### src/rtl/ex_muldiv_stage.sv
// EX pipeline stage: ALU, branch target, and an iterative 32-cycle multiplier with HI/LO.
// Define EX_MULDIV_DIV_EN to add the 32-cycle restoring divider (DIV/DIVU).
module ex_muldiv_stage (
   input  logic        clk,
   input  logic        rst_n,
   input  logic        in_valid,
   output logic        in_ready,
   input  logic [1:0]  wb,
   input  logic [2:0]  m,
   input  logic [2:0]  ex,
   input  logic [7:0]  pc,
   input  logic [31:0] reg1,
   input  logic [31:0] reg2,
   input  logic [31:0] sign_extend,
   input  logic [5:0]  funct,
   input  logic [4:0]  rt,
   input  logic [4:0]  rd,
   output logic        out_valid,
   output logic [1:0]  out_wb,
   output logic [2:0]  out_m,
   output logic [31:0] out_alu_result,
   output logic [31:0] out_write_data,
   output logic [4:0]  out_write_reg,
   output logic        out_zero,
   output logic [7:0]  out_branch_target
);

`ifdef EX_MULDIV_DIV_EN
   typedef enum logic [1:0] {ST_IDLE = 2'd0, ST_MUL = 2'd1, ST_DIV = 2'd2} state_t;
`else
   typedef enum logic [1:0] {ST_IDLE = 2'd0, ST_MUL = 2'd1} state_t;
`endif

   state_t      state_r;
   logic        ready_r;
   logic [4:0]  cnt_r;
   logic [63:0] acc_r;
   logic [31:0] opb_r;
   logic        neg_lo_r;
   logic [31:0] hi_r;
   logic [31:0] lo_r;

   logic        accept_s;
   logic        start_mul_s;
   logic        start_div_s;
   logic        signed_op_s;
   logic        slt_s;
   logic [31:0] alu_s;
   logic        a_neg_s;
   logic        b_neg_s;
   logic [31:0] a_abs_s;
   logic [31:0] b_abs_s;
   logic [32:0] mul_sum_s;
   logic [63:0] mul_next_s;
   logic [63:0] prod_s;

   assign in_ready = ready_r;
   assign accept_s = ready_r & in_valid;
   assign slt_s    = $signed(reg1) < $signed(reg2);

   // ALU result and multi-cycle operation decode
   always_comb begin
      alu_s       = 32'd0;
      start_mul_s = 1'b0;
      start_div_s = 1'b0;
      signed_op_s = 1'b0;
      case (ex[1:0])
         2'b00: alu_s = reg1 + sign_extend;
         2'b01: alu_s = reg1 - reg2;
         2'b10: begin
            case (funct)
               6'h20, 6'h21: alu_s = reg1 + reg2;
               6'h22, 6'h23: alu_s = reg1 - reg2;
               6'h24:        alu_s = reg1 & reg2;
               6'h25:        alu_s = reg1 | reg2;
               6'h2A:        alu_s = {31'd0, slt_s};
               6'h10:        alu_s = hi_r;
               6'h12:        alu_s = lo_r;
               6'h18: begin
                  start_mul_s = 1'b1;
                  signed_op_s = 1'b1;
               end
               6'h19:        start_mul_s = 1'b1;
`ifdef EX_MULDIV_DIV_EN
               6'h1A: begin
                  start_div_s = 1'b1;
                  signed_op_s = 1'b1;
               end
               6'h1B:        start_div_s = 1'b1;
`endif
               default:      alu_s = 32'd0;
            endcase
         end
         2'b11: alu_s = reg1 & sign_extend;
         default: alu_s = 32'd0;
      endcase
   end

   // Signed operations run on magnitudes; signs are reapplied on completion
   assign a_neg_s = signed_op_s & reg1[31];
   assign b_neg_s = signed_op_s & reg2[31];
   assign a_abs_s = a_neg_s ? (32'd0 - reg1) : reg1;
   assign b_abs_s = b_neg_s ? (32'd0 - reg2) : reg2;

   // acc holds {partial product, remaining multiplier bits}; one add-shift per cycle
   assign mul_sum_s  = {1'b0, acc_r[63:32]} + (acc_r[0] ? {1'b0, opb_r} : 33'd0);
   assign mul_next_s = {mul_sum_s, acc_r[31:1]};
   assign prod_s     = neg_lo_r ? (64'd0 - mul_next_s) : mul_next_s;

`ifdef EX_MULDIV_DIV_EN
   logic        neg_hi_r;
   logic [32:0] div_diff_s;
   logic [63:0] div_next_s;
   logic [31:0] quot_s;
   logic [31:0] rem_s;

   // acc holds {remainder, dividend shifting out / quotient shifting in}
   assign div_diff_s = acc_r[63:31] - {1'b0, opb_r};
   assign div_next_s = div_diff_s[32] ? {acc_r[62:0], 1'b0}
                                      : {div_diff_s[31:0], acc_r[30:0], 1'b1};
   assign quot_s     = neg_lo_r ? (32'd0 - div_next_s[31:0])  : div_next_s[31:0];
   assign rem_s      = neg_hi_r ? (32'd0 - div_next_s[63:32]) : div_next_s[63:32];
`endif

   // Control FSM, HI/LO and EX/MEM output registers
   always_ff @(posedge clk or negedge rst_n) begin
      if (!rst_n) begin
         state_r           <= ST_IDLE;
         ready_r           <= 1'b1;
         cnt_r             <= 5'd0;
         acc_r             <= 64'd0;
         opb_r             <= 32'd0;
         neg_lo_r          <= 1'b0;
         hi_r              <= 32'd0;
         lo_r              <= 32'd0;
`ifdef EX_MULDIV_DIV_EN
         neg_hi_r          <= 1'b0;
`endif
         out_valid         <= 1'b0;
         out_wb            <= 2'd0;
         out_m             <= 3'd0;
         out_alu_result    <= 32'd0;
         out_write_data    <= 32'd0;
         out_write_reg     <= 5'd0;
         out_zero          <= 1'b0;
         out_branch_target <= 8'd0;
      end else begin
         case (state_r)
            ST_IDLE: begin
               if (accept_s && start_mul_s) begin
                  state_r  <= ST_MUL;
                  ready_r  <= 1'b0;
                  cnt_r    <= 5'd0;
                  acc_r    <= {32'd0, a_abs_s};
                  opb_r    <= b_abs_s;
                  neg_lo_r <= a_neg_s ^ b_neg_s;
`ifdef EX_MULDIV_DIV_EN
               end else if (accept_s && start_div_s) begin
                  state_r  <= ST_DIV;
                  ready_r  <= 1'b0;
                  cnt_r    <= 5'd0;
                  acc_r    <= {32'd0, a_abs_s};
                  opb_r    <= b_abs_s;
                  // divide-by-zero keeps the all-ones quotient unsigned
                  neg_lo_r <= (a_neg_s ^ b_neg_s) & (reg2 != 32'd0);
                  neg_hi_r <= a_neg_s;
`endif
               end else begin
                  state_r  <= ST_IDLE;
                  ready_r  <= 1'b1;
               end
            end
            ST_MUL: begin
               cnt_r <= cnt_r + 5'd1;
               acc_r <= mul_next_s;
               if (cnt_r == 5'd31) begin
                  state_r    <= ST_IDLE;
                  ready_r    <= 1'b1;
                  hi_r       <= prod_s[63:32];
                  lo_r       <= prod_s[31:0];
               end else begin
                  state_r    <= ST_MUL;
               end
            end
`ifdef EX_MULDIV_DIV_EN
            ST_DIV: begin
               cnt_r <= cnt_r + 5'd1;
               acc_r <= div_next_s;
               if (cnt_r == 5'd31) begin
                  state_r    <= ST_IDLE;
                  ready_r    <= 1'b1;
                  hi_r       <= rem_s;
                  lo_r       <= quot_s;
               end else begin
                  state_r    <= ST_DIV;
               end
            end
`endif
            default: begin
               state_r <= ST_IDLE;
               ready_r <= 1'b1;
            end
         endcase

         if (accept_s) begin
            out_valid         <= 1'b1;
            // a multi-cycle start is forwarded as a bubble with no side effects
            if (start_mul_s || start_div_s) begin
               out_wb <= 2'd0;
               out_m  <= 3'd0;
            end else begin
               out_wb <= wb;
               out_m  <= m;
            end
            out_alu_result    <= alu_s;
            out_write_data    <= reg2;
            out_write_reg     <= ex[2] ? rd : rt;
            out_zero          <= (alu_s == 32'd0);
            out_branch_target <= pc + {sign_extend[5:0], 2'b00};
         end else begin
            out_valid <= 1'b0;
            out_wb    <= 2'd0;
            out_m     <= 3'd0;
         end
      end
   end

endmodule

### config.mk
export PLATFORM = sky130hd
export DESIGN_NAME = ex_muldiv_stage
export DESIGN_NICKNAME = d
export VERILOG_FILES = /design/src/rtl/ex_muldiv_stage.sv
export SDC_FILE = /design/constraint.sdc
export NUM_CORES = 1
export LEC_CHECK = 0
export BUFFER_PORTS_ARGS = -buffer_cell sky130_fd_sc_hd__buf_4
export CAP_MARGIN = 30
export CORE_ASPECT_RATIO = 2
export CORE_MARGIN = 4
export CORE_UTILIZATION = 44
export DETAILED_ROUTE_END_ITERATION = 12
export PLACE_DENSITY = 0.73
export SLEW_MARGIN = 15
export SYNTH_ARGS = -nofsm -noshare
export SYNTH_HDL_FRONTEND = slang
export SYNTH_SLANG_ARGS = --single-unit
export TNS_END_PERCENT = 1
### constraint.sdc
create_clock -name clk -period 9.66 [get_ports clk]
set_clock_uncertainty 0.05 [all_clocks]
set_input_delay 1.449 -clock clk [delete_from_list [all_inputs] [get_ports clk]]
set_output_delay 1.449 -clock clk [all_outputs]
set_load 0.02 [all_outputs]
==> results of run 1 <==
[worst paths after layout]
check | from | end | slack [ns] | depth (start not counted)
worst max-delay path | reg1[17] | out_zero | 4.35 | 14
worst min-delay path | out_alu_result[19] | out_alu_result[19] | 0.43 | 2
worst max register to register | acc_r[0] | hi_r[31] | 4.40 | 14
max in group asynchronous | rst_n | state_r[0] | 7.36 | 2
worst min register to register | out_alu_result[19] | out_alu_result[19] | 0.43 | 2
min in group asynchronous | rst_n | acc_r[33] | 0.86 | 1
[final cells by class]
class,instances,area share
antenna,6,0.000592
clock buffer,34,0.0293
clock inverter,14,0.00716
inverter,124,0.0184
multi-input combinational,2302,0.590
sequential,252,0.249
tap,649,0.0320
timing repair buffer,241,0.0738
[worst max-delay path, delay by kind of cell]
family,cells,cell delay (ns)
adders and majority gates,1,0.67
buffers and inverters,2,0.21
AOI/OAI and AO/OA,7,2.71
and+or+nand+nor,4,0.73
[report_power, final]
part / internal [mW] / switching (mW)
Clock: 0.631 / 0.486
Combinational: 0.713 / 1.16
Sequential: 1.29 / 0.210
Total: 2.63 / 1.86
[per-layer routing]
layer,GRT usage,share of wire
met2,0.551,0.51
met4,0.153,0.057
met1,0.355,0.38
met5,0,0.000046
met3,0.0333,0.053
[cells in the mapped netlist (all sizes together) (9+ instances only)]
master	instances
a2111oi	9
a211oi	28
a21o	37
a21oi	244
a221oi	21
a22o	9
a31oi	22
and2	45
and3	20
buf	13
clkbuf	139
dfrtp	251
ha	181
inv	123
mux2	17
mux2i	54
nand2	393
nand2b	27
nand3	46
nand4	30
nor2	194
nor2b	20
nor3	37
nor4	24
o211ai	26
o21a	11
o21ai	307
o21bai	13
o221ai	17
o22ai	25
o31ai	53
o41ai	18
or2	16
or3	39
or4	16
xnor2	107
xor2	87
[metrics by stage]
| stage | setup slack (ns) | power, mW | area (sq um) |
|---|---|---|---|
| after floorplan | 4.77 | 2.72 | 22300 |
| after global placement | 3.66 | 3.31 | 24300 |
| after detailed placement | 3.79 | 3.35 | 24400 |
| after CTS | 3.93 | 4.48 | 25300 |
| after global routing | 3.99 | 4.75 | 25300 |
| final | 4.35 | 4.49 | 25300 |
[cell families (layout without fill, tap and decap cells)]
family	Yosys count	count (layout)	share of synthesized area
compound gates	908	908	0.252
other cells	0	6	0
fa+ha+maj	186	186	0.106
xor+xnor	194	194	0.0764
flops	252	252	0.283
simple gates	943	943	0.202
buf+inv	276	413	0.0466
mux	71	71	0.0331
==> impl_metrics.csv, run 1 <==
group,metric,value,unit
die,core_area,50100,sq um
cts,cts_made_buffers,26,
logic_synthesis,post_synth_edffs,0,
global_route,wire_length_of_the_first_global_routing_pass,131000,microns
cells_and_area,mostFrequentLayoutCells,"sky130_fd_sc_hd__nand2_1 (390), sky130_fd_sc_hd__o21ai_0 (306), sky130_fd_sc_hd__dfrtp_1 (250)",
power_and_ir_drop,leakagePower,11.5,nW
cells_and_area,largest_register_ffs,64,
cells_and_area,area_growth_syn_to_layout,13.9,%
global_route,vias_in_the_first_global_route,22100,
worst_setup_path,crit_type,"in -> reg",
timing,finalMaxSlewViolations,0,
worst_setup_path,slowest_delay,0.80,ns
die,boundaryPins,216,
logic_synthesis,synth_seq_cells,252,
worst_setup_path,crit_required,10.13,ns
placed_design,place.gp.congestion,1.03,
routing,dr_total_vias,22000,
cells_and_area,utilization,0.506,
cells_and_area,fillerInstances,4918,
worst_hold_path,min_path_type,"reg -> reg",
cts,cts_tree,"built",
cts,cts-root-buf,"sky130_fd_sc_hd__clkbuf_16",
worst_setup_path,worstPathCellList,"buf_4 -> inv_1 -> ha_1 -> nor2_1 -> a2111oi_0 -> a22o_1 -> nor4b_1 -> a211oi_1 -> o31ai_1 -> nand4_1 -> a41oi_1 -> a2111oi_0 -> and3_1 -> a32o_1",
cts,post_cts.repair.setup_buffers,0,
logic_synthesis,synthesis.area,22300,sq um
cts,worst_setup_hold_path_clk_slew,0.06,ns
worst_setup_path,critical_path.startpoint_type,"input port",
logic_synthesis,syn_inst,2830,
cts,cts_hold_buf,0,
timing,rsz0062_at_grt,"false",
worst_setup_path,crit_path_frequent_cell,"sky130_fd_sc_hd__a2111oi_0",
power_and_ir_drop,cellPowerDensity,177,nW/um^2
routing,remaining_drc_errors,0,
logic_synthesis,yosys.area.top_type,"sky130_fd_sc_hd__dfrtp_1",
logic_synthesis,synth_area_leaders,"sky130_fd_sc_hd__dfrtp_1 (28%), sky130_fd_sc_hd__ha_1 (10%), sky130_fd_sc_hd__o21ai_0 (6.9%), sky130_fd_sc_hd__nand2_1 (6.6%), sky130_fd_sc_hd__a21oi_1 (5.5%)",
cells_and_area,registers.top_by_ff_count,"acc_r",
timing,slew_headroom,0.307,
routing,initial_drc_count,2118,
logic_synthesis,synth_top_flop_cell,"sky130_fd_sc_hd__dfrtp_1",
worst_setup_path,timing.critical_path.slowest_stage_cell,"sky130_fd_sc_hd__a2111oi_0",
worst_setup_path,crit_fanout,15,
flow_run,max_cap_viol_count,0,
cells_and_area,layout.cells.non_filler,3622,
cells_and_area,layout_commonest_cell,"sky130_fd_sc_hd__nand2_1",
die,fp.dieH,326,microns
die,floorplan.initialDensity,0.444,
global_route,grt_util_all_layers,0.305,
cells_and_area,seq_area,6310,sq um
cells_and_area,ratio_of_cells_with_drive_above_1_in_the_final_layout,0.118,
routing,drt-total-wl,86400,microns
cts,ctsHtreeMaxLevel,1,
timing,worst_pin_slew,1.03,ns
routing,vias_per_cell,6.08,
logic_synthesis,synth_warnings,0,
cts,clock_insertion_delay_worst_skew,0.58,ns
cts,cts_max_path_buffers,3,
timing,maxClockFrequency,188,MHz
logic_synthesis,yosysUniqueCellTypes,86,
timing,holdWs,0.430,ns
placed_design,place_inst,3566,
routing,number_of_routed_nets_with_antenna_violations,0,
routing,detail_route.wl_per_cell,23.8,microns
cells_and_area,net_total_in_the_final_layout,3264,
logic_synthesis,synth.avg_cell_area,7.86,sq um
global_route,grt_max_degree,148,
logic_synthesis,synthArstFlopShare,1.00,
timing,finalCritPeriodShare,0.550,
timing,time_the_worst_path_needs_with_i_o_delays_and_setup,5.31,ns
routing,drtPass1Iterations,6,
cts,clock-sinks,252,
logic_synthesis,synth-seq-area-share,0.283,
cells_and_area,multi_input_comb_area,14900,sq um
worst_setup_path,critical_path_arrival,5.78,ns
die,die-width,167,microns
die,die-area,54400,sq um
timing,hold_viol,0,
timing,final.setup.tns,0,ns
logic_synthesis,synth.net_count,3147,
cts,cts_repair_resize_count,0,
logic_synthesis,post-synth-top-area-fraction,0.282,
run_status,outcome,"finished clean",
global_route,antenna_violations_before_repair,6,
worst_setup_path,critical_path_endpoint_category,"flip-flop",
global_route,globalRoute.totalOverflow,0,
placed_design,detailedPlacementHpwl,67800,microns
die,fp-row-count,116,
power_and_ir_drop,max-vdd-ir-drop,0.164,mV
timing,report.final.setup_viol,0,
placed_design,number_of_buffers_inserted_by_port_buffering,215,
Note: power is estimated with default switching activity, not from simulation.
==> inputs of run 2 (changes only) <==
Settings changed: PLACE_DENSITY 0.73 to 0.76.
Clock period 9.66 ns to 4.6 ns, I/O delays scaled along.
==> impl_metrics.csv, run 2 (synthesis gave the netlist of run 1 again) <==
group,metric,value,unit
routing,initial_drc_count,1539,
flow_run,max_cap_viol_count,0,
global_route,grt_use_met2,0.533,
cells_and_area,ratio_of_cells_with_drive_above_1_in_the_final_layout,0.191,
timing,setup_slack,0.0716,ns
cells_and_area,largest_register_ffs,64,
cells_and_area,area_growth_syn_to_layout,22.4,%
die,floorplan.initialDensity,0.444,
worst_setup_path,crit_required,5.00,ns
cells_and_area,final_cell_area,27200,sq um
cells_and_area,fillerInstances,4741,
die,core_area,50100,sq um
timing,report.final.setup_viol,0,
timing,maxClockFrequency,221,MHz
timing,finalCritPeriodShare,0.984,
routing,drt-total-wl,84700,microns
global_route,met3_usage,0.0314,
worst_setup_path,rr_endpoint,"hi_r[31]",
cells_and_area,layout_commonest_cell,"sky130_fd_sc_hd__buf_4",
timing,rsz0062_at_grt,"true",
timing,holdWs,0.136,ns
routing,vias_per_cell,5.99,
cts,cts-root-buf,"sky130_fd_sc_hd__clkbuf_16",
global_route,antenna_violations_before_repair,7,
global_route,vias_in_the_first_global_route,23300,
placed_design,place_worst_setup_slack,-0.148,ns
cts,clock_insertion_delay_worst_skew,0.57,ns
cts,cts_hold_buf,0,
worst_hold_path,min_path_type,"in -> async",
cells_and_area,net_total_in_the_final_layout,3508,
global_route,met1_usage,0.313,
routing,drtPass1Iterations,5,
cells_and_area,mostFrequentLayoutCells,"sky130_fd_sc_hd__buf_4 (480), sky130_fd_sc_hd__nand2_1 (390), sky130_fd_sc_hd__o21ai_0 (303)",
worst_setup_path,slowest_delay,0.59,ns
worst_setup_path,critical_path_arrival,4.93,ns
worst_setup_path,crit_type,"reg -> reg",
cts,clock-sinks,252,
cts,cts_made_buffers,24,
routing,dr_total_vias,23200,
power_and_ir_drop,leakagePower,12.7,nW
worst_setup_path,path_delay_family,"simple AND/OR/NAND/NOR gates",
placed_design,detailedPlacementHpwl,67400,microns
worst_setup_path,critical_path.startpoint_type,"flip-flop",
timing,finalMaxSlewViolations,0,
worst_setup_path,timing.critical_path.slowest_stage_cell,"sky130_fd_sc_hd__or4b_4",
cells_and_area,registers.top_by_ff_count,"acc_r",
timing,worst_pin_slew,1.05,ns
worst_setup_path,worst_r2r_path_depth,11,
power_and_ir_drop,max-vdd-ir-drop,0.265,mV
worst_setup_path,critical_path_endpoint_category,"flip-flop",
placed_design,placed_area,26200,sq um
cells_and_area,layout.cells.non_filler,3864,
worst_setup_path,crit_fanout,5,
global_route,grt_max_degree,125,
die,die-width,167,microns
routing,remaining_drc_errors,0,
timing,time_the_worst_path_needs_with_i_o_delays_and_setup,4.53,ns
cts,ctsHtreeMaxLevel,1,
run_status,outcome,"finished clean",
worst_setup_path,cp_num_buf_inv,0,
routing,number_of_routed_nets_with_antenna_violations,0,
worst_setup_path,r2r-start,"acc_r[20]",
timing,hold_viol,0,
global_route,grt_util_all_layers,0.296,
power_and_ir_drop,cellPowerDensity,362,nW/um^2
global_route,top_usage_layer,"met2",
routing,detail_route.wl_per_cell,21.9,microns
die,boundaryPins,216,
placed_design,number_of_buffers_inserted_by_port_buffering,215,
cts,cts_tree,"built",
worst_setup_path,timing.reg2reg.setup_slack,0.07,ns
worst_setup_path,worstPathCellList,"or4_4 -> nor3_2 -> nand3_2 -> or3_4 -> or4b_4 -> nor4b_4 -> or4b_4 -> or3_4 -> o41ai_4 -> xnor2_1 -> mux2_4",
placed_design,place_inst,3812,
die,fp.dieH,326,microns
timing,slew_headroom,0.303,
global_route,wire_length_of_the_first_global_routing_pass,129000,microns
global_route,globalRoute.totalOverflow,0,
cts,cts_max_path_buffers,3,
power_and_ir_drop,power.total,9.85,mW
die,fp-row-count,116,
die,die-area,54400,sq um
placed_design,place.gp.congestion,0.993,
cts,worst_setup_hold_path_clk_slew,0.07,ns
run 2: cell count changes in the layout (fill, tap and decap cells not counted), sizes merged:
cell	previous run	this run
buf	241	487
clkbuf	34	29
bufinv	3	1
clkinvlp	2	4
clkinv	4	5
diode	6	7
inv	129	128
run 2: repair_timing:
item / 4_1_cts / 5_1_grt
gates cloned: 0 / 0
buffers inserted: 0 / 1
resized for setup: 2 / 23
pin swaps: 1 / 8
endpoints found under the setup margin: 2 / 7
run 2: worst register-to-register path: stages, from the launching register on:
cell                      delay, ns
sky130_fd_sc_hd__dfrtp_1       0.44
sky130_fd_sc_hd__or4_4         0.55
sky130_fd_sc_hd__nor3_2        0.32
sky130_fd_sc_hd__nand3_2       0.15
sky130_fd_sc_hd__or3_4         0.40
sky130_fd_sc_hd__or4b_4        0.59
sky130_fd_sc_hd__nor4b_4       0.32
sky130_fd_sc_hd__or4b_4        0.57
sky130_fd_sc_hd__or3_4         0.37
sky130_fd_sc_hd__o41ai_4       0.29
sky130_fd_sc_hd__xnor2_1       0.10
sky130_fd_sc_hd__mux2_4        0.26
run 2: worst max-delay path by stage:
stage	from	depth (start not counted)	slack (ns)	endpoint
floorplan	acc_r[0]	14	0.27	hi_r[31]
global placement	reg1[1]	17	-0.10	out_zero
detailed placement	reg1[1]	17	-0.15	out_zero
CTS	acc_r[0]	14	0.007	hi_r[31]
global route	acc_r[0]	16	-0.07	hi_r[31]
finish	acc_r[20]	11	0.07	hi_r[31]
run 2: power by group:
part	switching [mW]	total, mW	internal [mW]
sequential	0.444	3.14	2.70
clock	0.991	2.11	1.12
combinational	2.60	4.60	2.00
total	4.03	9.85	5.81
run 2: final cells by class:
cell class | count | area, sq um | area share
Clock buffer | 29 | 671 | 0.0246
Clock inverter | 14 | 130 | 0.00478
Multi-Input combinational cell | 2302 | 15100 | 0.554
Sequential cell | 252 | 6310 | 0.232
Antenna cell | 7 | 17.5 | 0.000643
Timing Repair Buffer | 487 | 3740 | 0.137
Inverter | 124 | 465 | 0.0171
Tap cell | 649 | 812 | 0.0298
run 2: stage by stage:
stage | util | TNS (ns)
global route | 0.544 | -0.182
global placement | 0.524 | -0.103
CTS | 0.540 | 0
detailed placement | 0.524 | -0.209
finish | 0.544 | 0
floorplan | - | 0
run 2: per-layer routing:
layer	vias up	wire length, microns
met5	-	13
met1	11000	30100
met2	917	42500
met4	2	7550
li1	10900	-
met3	328	4510
